**config.mk**
```make
export PLATFORM = sky130hd
export DESIGN_NAME = hash_match_collector
export DESIGN_NICKNAME = d
export VERILOG_FILES = /design/src/rtl/md5_search_pkg.sv /design/src/rtl/match_fifo.sv /design/src/rtl/hash_match_collector.sv
export SDC_FILE = /design/constraint.sdc
export NUM_CORES = 2
export LEC_CHECK = 0
export CAP_MARGIN = 40
export CORE_MARGIN = 2
export CORE_UTILIZATION = 45
export CTS_CLUSTER_SIZE = 25
export DETAILED_ROUTE_END_ITERATION = 10
export GPL_TIMING_DRIVEN = 0
export HOLD_SLACK_MARGIN = 0.1
export PLACE_DENSITY = 0.73
export SYNTH_ARGS = -nofsm -noshare
export SYNTH_HDL_FRONTEND = slang
export SYNTH_SLANG_ARGS = --single-unit
```
**constraint.sdc**
```tcl
create_clock -name clk -period 40.4 [get_ports clk]
set_input_delay 4.04 -clock clk [delete_from_list [all_inputs] [get_ports clk]]
set_output_delay 4.04 -clock clk [all_outputs]
set_load 0.005 [all_outputs]
```
**src/rtl/md5_search_pkg.sv**
```systemverilog
// Shared widths, FSM encoding and match-entry layout for the MD5 search datapath.
package md5_search_pkg;

  localparam int HASH_W    = 128;
  localparam int MSG_W     = 448;
  localparam int LEN_W     = 64;
  localparam int CNT_W_DEF = 48;

  typedef enum logic [1:0] {
    ST_IDLE  = 2'd0,
    ST_ARMED = 2'd1,
    ST_DONE  = 2'd2
  } state_t;

  typedef struct packed {
    logic [MSG_W-1:0]     message;
    logic [LEN_W-1:0]     len;
    logic [CNT_W_DEF-1:0] index;
  } match_entry_t;

  function automatic int entry_w(input int cnt_w);
    return MSG_W + LEN_W + cnt_w;
  endfunction

endpackage

```
**src/rtl/match_fifo.sv**
```systemverilog
// Synchronous FIFO with a registered first-word-fall-through head, occupancy count
// and full/empty flags. A synchronous clear empties it without touching storage.
module match_fifo #(
  parameter  int DEPTH = 4,
  parameter  int WIDTH = 8,
  localparam int PW    = $clog2(DEPTH),
  localparam int CW    = $clog2(DEPTH + 1)
) (
  input  logic             clk,
  input  logic             rst_n,
  input  logic             i_clear,
  input  logic             i_wr_en,
  input  logic [WIDTH-1:0] i_wr_data,
  input  logic             i_rd_en,
  output logic [WIDTH-1:0] o_rd_data,
  output logic [CW-1:0]    o_count,
  output logic             o_full,
  output logic             o_empty
);

  localparam logic [CW-1:0] FULL_CNT = CW'(DEPTH);
  localparam logic [CW-1:0] ONE_CNT  = CW'(1);

  logic [WIDTH-1:0] r_mem [DEPTH];
  logic [PW-1:0]    r_rd_ptr;
  logic [PW-1:0]    r_wr_ptr;
  logic [CW-1:0]    r_count;
  logic [WIDTH-1:0] r_head;

  logic          w_pop;
  logic          w_push;
  logic [PW-1:0] w_rd_nxt;

  assign o_empty  = (r_count == '0);
  assign o_full   = (r_count == FULL_CNT);
  assign w_pop    = i_rd_en && !o_empty;
  // A full FIFO still takes a write when the head leaves in the same cycle.
  assign w_push   = i_wr_en && (!o_full || w_pop);
  assign w_rd_nxt = r_rd_ptr + PW'(1);

  // NOTE: storage has no reset; validity is carried entirely by the pointers and count.
  always_ff @(posedge clk) begin
    if (w_push) r_mem[r_wr_ptr] <= i_wr_data;
  end

  always_ff @(posedge clk) begin
    if (!rst_n || i_clear) begin
      r_rd_ptr <= '0;
      r_wr_ptr <= '0;
      r_count  <= '0;
    end else begin
      if (w_push) r_wr_ptr <= r_wr_ptr + PW'(1);
      if (w_pop)  r_rd_ptr <= w_rd_nxt;
      unique case ({w_push, w_pop})
        2'b10:   r_count <= r_count + ONE_CNT;
        2'b01:   r_count <= r_count - ONE_CNT;
        default: r_count <= r_count;
      endcase
    end
  end

  // Head mirrors r_mem[r_rd_ptr]; on an empty or draining FIFO it bypasses the write.
  always_ff @(posedge clk) begin
    if (!rst_n) begin
      r_head <= '0;
    end else if (!i_clear) begin
      if (w_push && (o_empty || (w_pop && r_count == ONE_CNT)))
        r_head <= i_wr_data;
      else if (w_pop && r_count > ONE_CNT)
        r_head <= r_mem[w_rd_nxt];
    end
  end

  assign o_rd_data = r_head;
  assign o_count   = r_count;

endmodule

```
**src/rtl/hash_match_collector.sv**
```systemverilog
// Compares md5core digests against a programmed goal and queues matching candidates.
// Optional HASH_MASK_EN adds a programmable compare mask for partial-digest matches.
module hash_match_collector
  import md5_search_pkg::*;
#(
  parameter  int DEPTH = 4,
  parameter  int CNT_W = 48,
  localparam int CW    = $clog2(DEPTH + 1)
) (
  input  logic              clk,
  input  logic              rst_n,
  input  logic              i_program,
  input  logic [HASH_W-1:0] i_prg_h_goal,
`ifdef HASH_MASK_EN
  input  logic [HASH_W-1:0] i_prg_h_mask,
`endif
  input  logic              i_start,
  input  logic              i_abort,
  input  logic              i_hash_valid,
  input  logic [HASH_W-1:0] i_hash,
  input  logic [MSG_W-1:0]  i_message_in,
  input  logic [LEN_W-1:0]  i_msg_len,
  output logic              o_match_valid,
  input  logic              i_match_ready,
  output logic [MSG_W-1:0]  o_match_message,
  output logic [LEN_W-1:0]  o_match_len,
  output logic [CNT_W-1:0]  o_match_index,
  output logic [CNT_W-1:0]  o_tested_count,
  output logic [CW-1:0]     o_fifo_count,
  output logic              o_overflow,
  output logic [1:0]        o_state
);

  typedef struct packed {
    logic [MSG_W-1:0] message;
    logic [LEN_W-1:0] len;
    logic [CNT_W-1:0] index;
  } entry_t;

  state_t            r_state;
  state_t            w_state_nxt;
  logic [HASH_W-1:0] r_goal;
  logic [CNT_W-1:0]  r_tested;
  logic              r_s1_valid;
  logic              r_s1_hit;
  entry_t            r_s1_entry;
  logic              r_overflow;

  logic   w_accept;
  logic   w_hit;
  logic   w_push;
  logic   w_full;
  logic   w_empty;
  entry_t w_head;

`ifdef HASH_MASK_EN
  logic [HASH_W-1:0] r_mask;

  always_ff @(posedge clk) begin
    if (!rst_n)         r_mask <= '1;
    else if (i_program) r_mask <= i_prg_h_mask;
  end

  assign w_hit = (((i_hash ^ r_goal) & r_mask) == '0);
`else
  assign w_hit = (i_hash == r_goal);
`endif

  assign w_accept = (r_state == ST_ARMED) && i_hash_valid && !i_program;
  // abort/program in the cycle a hit sits in stage 1 discard it.
  assign w_push   = r_s1_valid && r_s1_hit && !i_abort && !i_program;

  // NOTE: every output of this block gets a default first, so no latch can form.
  always_comb begin
    w_state_nxt = r_state;
    if (i_program) begin
      w_state_nxt = ST_IDLE;
    end else begin
      unique case (r_state)
        ST_IDLE:  if (i_start && !i_abort) w_state_nxt = ST_ARMED;
        ST_ARMED: if (i_abort)             w_state_nxt = ST_DONE;
        ST_DONE:  if (i_start && !i_abort) w_state_nxt = ST_ARMED;
        default:                           w_state_nxt = ST_IDLE;
      endcase
    end
  end

  // NOTE: sequential state uses non-blocking assignments so all registers update together.
  always_ff @(posedge clk) begin
    if (!rst_n) begin
      r_state    <= ST_IDLE;
      r_goal     <= '0;
      r_tested   <= '0;
      r_s1_valid <= 1'b0;
      r_s1_hit   <= 1'b0;
      r_overflow <= 1'b0;
    end else if (i_program) begin
      r_state    <= ST_IDLE;
      r_goal     <= i_prg_h_goal;
      r_tested   <= '0;
      r_s1_valid <= 1'b0;
      r_s1_hit   <= 1'b0;
      r_overflow <= 1'b0;
    end else begin
      r_state    <= w_state_nxt;
      r_s1_valid <= w_accept && !i_abort;
      if (w_accept) begin
        r_s1_hit <= w_hit;
        if (r_tested != '1) r_tested <= r_tested + CNT_W'(1);
      end
      if (w_push && w_full && !i_match_ready) r_overflow <= 1'b1;
    end
  end

  always_ff @(posedge clk) begin
    if (w_accept) begin
      r_s1_entry.message <= i_message_in;
      r_s1_entry.len     <= i_msg_len;
      r_s1_entry.index   <= r_tested;
    end
  end

  match_fifo #(
    .DEPTH (DEPTH),
    .WIDTH ($bits(entry_t))
  ) u_fifo (
    .clk       (clk),
    .rst_n     (rst_n),
    .i_clear   (i_program),
    .i_wr_en   (w_push),
    .i_wr_data (r_s1_entry),
    .i_rd_en   (i_match_ready),
    .o_rd_data (w_head),
    .o_count   (o_fifo_count),
    .o_full    (w_full),
    .o_empty   (w_empty)
  );

  assign o_match_valid   = !w_empty;
  assign o_match_message = w_head.message;
  assign o_match_len     = w_head.len;
  assign o_match_index   = w_head.index;
  assign o_tested_count  = r_tested;
  assign o_overflow      = r_overflow;
  assign o_state         = r_state;

endmodule

```
# Word-level counts from Yosys, hierarchy flattened
# Memories as Yosys holds them, arrays and structs flattened.
# Cells that the tools add are included.
classes:
  n_addsub: 5
  magnitude_cmp: 1
  eq_ne: 10
  muxes: 8
  n_bitwise: 2
  reduce_logical: 32
op_table:
  columns: ["cell", "n"]
  rows:
  - ["$mux W560", 2]
  - ["$eq A128 B128 Y1", 1]
  - ["$add A48 B1 Y48 const B", 1]
  - ["$ne A48 B48 Y1 const B", 1]
  - ["$logic_and A1 B1 Y1", 14]
  - ["$logic_not A1 Y1", 6]
  - ["$pmux W3 S2", 1]
  - ["$reduce_and A2 Y1", 3]
  - ["$add A2 B1 Y2 const B", 2]
  - ["$eq A2 B1 Y1 const B", 2]
  - ["$eq A2 B2 Y1 const B", 2]
  - ["$mux W2", 2]
  - ["$pmux W2 S2", 1]
  - ["$reduce_bool A2 Y1", 2]
  - ["$reduce_or A2 Y1", 2]
  - ["$add A3 B1 Y3 const B", 1]
  - ["$eq A3 B1 Y1 const B", 1]
  - ["$eq A3 B3 Y1 const B", 1]
  - ["$gt A3 B1 Y1 const B", 1]
  - ["$logic_not A3 Y1", 1]
  - ["$logic_or A1 B1 Y1", 3]
  - ["$sub A3 B1 Y3 const B", 1]
  - ["$logic_not A2 Y1", 1]
  - ["$mux W1", 2]
  - ["other kinds (3)", 4]
word_totals:
  reg_bits: 1308
  ramBits: 2240
  input_bits: 775
  out_inout_bits: 615
  wordCells: 72
  memories: 1
memory_table:
  columns: ["memory", "depth", "word_bits", "read_ports", "rd_ports_with_merged_regs", "write_ports", "line_no", "source"]
  rows:
  - ["u_fifo.r_mem", 4, 560, 1, 0, 1, "match_fifo.sv:24", "logic [WIDTH-1:0] r_mem [DEPTH];"]

# Longest topological paths before layout
logic_depth:
  word_depth: 8
  mapped_depth: 11
  ltp_nobuf: 9

# Cells and area by module
# From an unflattened synthesis, not the netlist that was laid out.
unflattened:
  cells_unflattened: 7561
  hier_area_um2: 129804.5
modules_own_cells:
  columns: ["module", "instances", "cells_each", "area_each_um2", "seq_area_each_um2"]
  rows:
  - ["match_fifo", 1, 6103, 104277.5, 78615.4]
  - ["hash_match_collector", 1, 1458, 25527.0, 20439.6]

# Worst setup path after synthesis
# Ideal clock, no wire load.
synth_timing:
  kind: "input-to-reg"
  from: "input i_program"
  to: "register r_tested[7], in the netlist o_tested_count[7]"
  setup_ns: 0.069
  t_arrival_ns: 21.568
  t_required_ns: 40.331
  slack_ns: 18.763
  stages: 6
  n_path_buf: 2
  path_cell_list: "buf_2 -> and4bb_4 -> clkbuf_1 -> nand4_1 -> xor2_1 -> nor2_1"
synth_between:
  elab_chain_len: 3
  word_cells_on_any_way: 4
  cone_classes: "reduce/logical (4)"
synth_lines:
  columns: ["element", "line_no", "source"]
  rows:
  - ["from (decl)", "hash_match_collector.sv:12", "input logic i_program,"]
  - ["$logic_not A1 Y1", null, null]
  - ["$logic_and A1 B1 Y1", "hash_match_collector.sv:69", "assign w_accept = (r_state == ST_ARMED) && i_hash_valid && !i_program;"]
  - ["via w_accept", "hash_match_collector.sv:49", "logic w_accept;"]
  - ["$reduce_and A2 Y1 (no line)", null, null]
  - ["to (signal assigned)", "hash_match_collector.sv:109", "if (r_tested != '1) r_tested <= r_tested + CNT_W'(1);"]
  - ["to (decl)", "hash_match_collector.sv:43", "logic [CNT_W-1:0] r_tested;"]
# The timed path passes the listed nets, and every way through them passes these cells.
# A chain may end at the register's enable or synchronous reset.

# Worst setup path after layout
layout_timing:
  from: "input i_abort"
  to: "memory u_fifo.r_mem[2][342] (netlist name), enable pin"
layout_between:
  elab_chain_len: 6
layout_lines:
  columns: ["element", "line_no", "source"]
  rows:
  - ["from (decl)", "hash_match_collector.sv:18", "input logic i_abort,"]
  - ["$logic_not A1 Y1", "hash_match_collector.sv:71", "assign w_push = r_s1_valid && r_s1_hit && !i_abort && !i_program;"]
  - ["$logic_and A1 B1 Y1 (2 in a row)", "hash_match_collector.sv:71", null]
  - ["$logic_and A1 B1 Y1", "match_fifo.sv:38", "assign w_push = i_wr_en && (!o_full || w_pop);"]
  - ["$mux W1", "match_fifo.sv:43", "if (w_push) r_mem[r_wr_ptr] <= i_wr_data;"]
  - ["$mux W1 (implied by the code)", "match_fifo.sv:43", null]
  - ["to (decl)", "match_fifo.sv:24", null]
# No other way between the ends.

==> run metrics <==
outcome=finished, final reports clean; first-pass GRT wire length=approximately 550 mm; grt ovf=0; CTS Hold Buffers Added=0; share of layout cells above drive strength 1=0.165; number of DRC markers in iteration 0=8130; clock skew=81.1 ps; die height=546 um; critical path class=in2reg; Fin Setup TNS=0 ps; Critical-path top delay cell=and2_4; placed cell count=12.3k; final max-slew violation count=0; startpoint types=input pin; Min Clock Period, post-route=7250 ps; top post-synthesis cells by area=edfxtp_1 (64%), dfxtp_1 (11%), mux4_2 (9.5%); Synth area leader=edfxtp_1; Placed Area=~0.15 mm^2; Fmax=~0.14 GHz; critical path endpoint category=register; FFs w/ async S/R, synth=0; period utilization=0.180; Clock Sinks=roughly 3.5k; Vias=73.2k; Synth Register Bits=3548; Design Area, Final=0.166 mm^2; DR pass1 iterations=5; core area=about 0.29 mm^2; Worst EP required=roughly 40000 ps; Synth Warn #=0; CP Cell Sequence=clkdlybuf4s50_1 -> inv_1 -> nand4b_4 -> nor2_1 -> and2_4 -> buf_16 -> buf_16 -> buf_16 -> buf_16 -> buf_16; starting density of the core=0.453; worst hold stages=2; antenna-violating nets left=0; Worst-path clk slew=around 60 ps; cts repair resizes=0; std cell rows=around 200; max_cap viols=0; IO Count=around 1.4k; Crit path buffers/inverters=7; I/O Buffers=1387; clock buffer depth=4; Post-synth EDFFs=2800; r2r startpoint=u_fifo.o_count[0]; Final #Nets=9545; worst slack at placement=about 32000 ps; PwrDens=45.4 mW/mm^2; Cells after Synth=6915; commonest cells in the netlist=edfxtp_1 (2800), dfxtp_1 (748), mux2i_1 (690), nand2_1 (583); worst-path fanout max=52; reg2reg path depth=10; CTS tree=built; die area=approximately 0.30 mm^2; clock latency on the worst-skew pair=920 ps; Worst Path Arrival=around 7800 ps; CTS Root Cell=clkbuf_16; GRT Util Overall=0.254; Worst-Margin Slew=909 ps; CTS buffer count=365; via/cell ratio=5.62; H-Tree Depth=5; chip width=about 550 um; setup ws final=33150 ps; Avg Cell Area, Syn=19.1 um^2; DRC=0; Worst VDD drop=just over 0.04 mV; vias in the first global route=73.6k; prevailing post-synth register cell=edfxtp_1; hold path start=o_overflow; total wire length=388 mm; initial antenna violation count=116; cell family with most CP delay=buffers and inverters; area grow syn2layout=25.2%; crit path from=i_abort; cell with the most instances after synthesis=edfxtp_1; Filler Cell Count=21.8k; Final HPWL DP=279 mm; CP most frequent cell=buf_16; post-route insts no fill=roughly 13k; Pleak=63.9 nW; Final Hold Fails=0; post-synth top area share=0.636; synth unique cells=53; sequential cell area fraction in the yosys report=0.749; # Post-CTS Setup Buffers=0; drt wl/cell=just under 30 um; RePlAce Congestion=0.915; relative slew slack=0.394; Stages on worst setup path=10; unrepaired setup endpoints after global routing=false; Hold Crit Class=reg2reg; pin count of the biggest net entering global routing=58; Setup-failing EPs final=0; Syn Nets=7700; mapped cell area=0.132 mm^2; Critical Path Max Stage Delay=630 ps
worst register-to-register path: cells and delay by family (launching register included):
| kind | cells | cell delay [ps] |
|---|---|---|
| buffers and inverters | 6 | 1810 |
| adder cells (fa/ha/maj) | 1 | 260 |
| flip-flops | 1 | 420 |
| AND/OR/NAND/NOR | 3 | 1210 |
cell families (layout without fill, tap and decap cells):
kind of cell,Yosys count,after routing,share of synthesized area
simple gates,919,919,0.0319
buf+inv,425,2587,0.0147
flops,3548,3548,0.749
compound gates,590,590,0.0439
mux,1250,1250,0.148
fa+ha+maj,10,10,0.000947
other cells,0,48,0
xor+xnor,173,173,0.0115
metrics by stage:
stage	power (mW)	hold WS, ps	util
after global routing	7.71	505	0.567
after CTS	7.56	488	0.567
after floorplan	4.04	460	-
after detailed placement	4.15	478	0.525
after global placement	4.15	469	0.518
final	7.52	492	0.568
where the power goes:
part | switching, mW | leakage [nW] | total (mW) | internal [mW]
combinational | 0.0612 | 26.8 | 0.149 | 0.0876
clock | 1.43 | 6.09 | 3.45 | 2.01
sequential | 0.0126 | 31.0 | 3.92 | 3.91
total | 1.51 | 63.9 | 7.52 | 6.01
registers in the layout (all words and copies together), names as in the netlist:
signal / cells
o_overflow: 1
r_s1_valid: 1
o_tested_count: 48
r_goal: 128
o_state: 2
u_fifo.o_count: 3
u_fifo.r_wr_ptr: 2
u_fifo.o_rd_data: 560
u_fifo.r_rd_ptr: 2
r_s1_hit: 1
u_fifo.r_mem: 2240
r_s1_entry: 560
per-layer routing:
metal  GRT usage  wire (um)  vias up
met5           0        546        -
met4      0.0787      12800       84
met3      0.0640      35400      606
met2       0.411     186000     3396
met1       0.338     154000    37900
li1            -          -    31200
worst paths after layout:
| path | endpoint | slack [ps] |
|---|---|---|
| min reg2reg | o_overflow | 490 |
| max | u_fifo.r_mem[2][342] | 33150 |
| max reg2reg | u_fifo.r_mem[2][342] | 36230 |
| min | o_overflow | 490 |
cell usage in the layout (no fill, tap or decap), drive strengths merged, types with 8 or more instances in the layout:
| cell | Yosys | routed |
|---|---|---|
| nand3 | 22 | 22 |
| clkinvlp | 0 | 18 |
| bufinv | 0 | 35 |
| mux4 | 560 | 560 |
| clkbuf | 161 | 649 |
| buf | 253 | 343 |
| o21ai | 8 | 8 |
| xnor2 | 57 | 57 |
| and3 | 17 | 17 |
| xor2 | 116 | 116 |
| clkinv | 0 | 129 |
| edfxtp | 2800 | 2800 |
| nand2 | 584 | 584 |
| mux2i | 690 | 690 |
| nor4 | 25 | 25 |
| nor2b | 131 | 131 |
| dfxtp | 748 | 748 |
| o211a | 560 | 560 |
| ha | 10 | 10 |
| inv | 11 | 25 |
| a21oi | 11 | 11 |
| nand4 | 42 | 42 |
| and2 | 8 | 8 |
| diode | 0 | 48 |
| nor2 | 61 | 61 |
| clkdlybuf4s50 | 0 | 1387 |
cell type report:
| type | instances | area, um^2 | share of cell area |
|---|---|---|---|
| Clock inverter | 196 | 2260 | 0.0136 |
| Multi-Input combinational cell | 2942 | 31200 | 0.188 |
| Clock buffer | 488 | 10200 | 0.0615 |
| Timing Repair Buffer | 1478 | 15900 | 0.0961 |
| Tap cell | 3900 | 4880 | 0.0295 |
| Sequential cell | 3548 | 99100 | 0.598 |
| Buffer | 414 | 1910 | 0.0115 |
| Inverter | 11 | 41.3 | 0.000249 |
| Antenna cell | 48 | 120 | 0.000726 |
No activity file was read; power rests on OpenSTA's default activity.
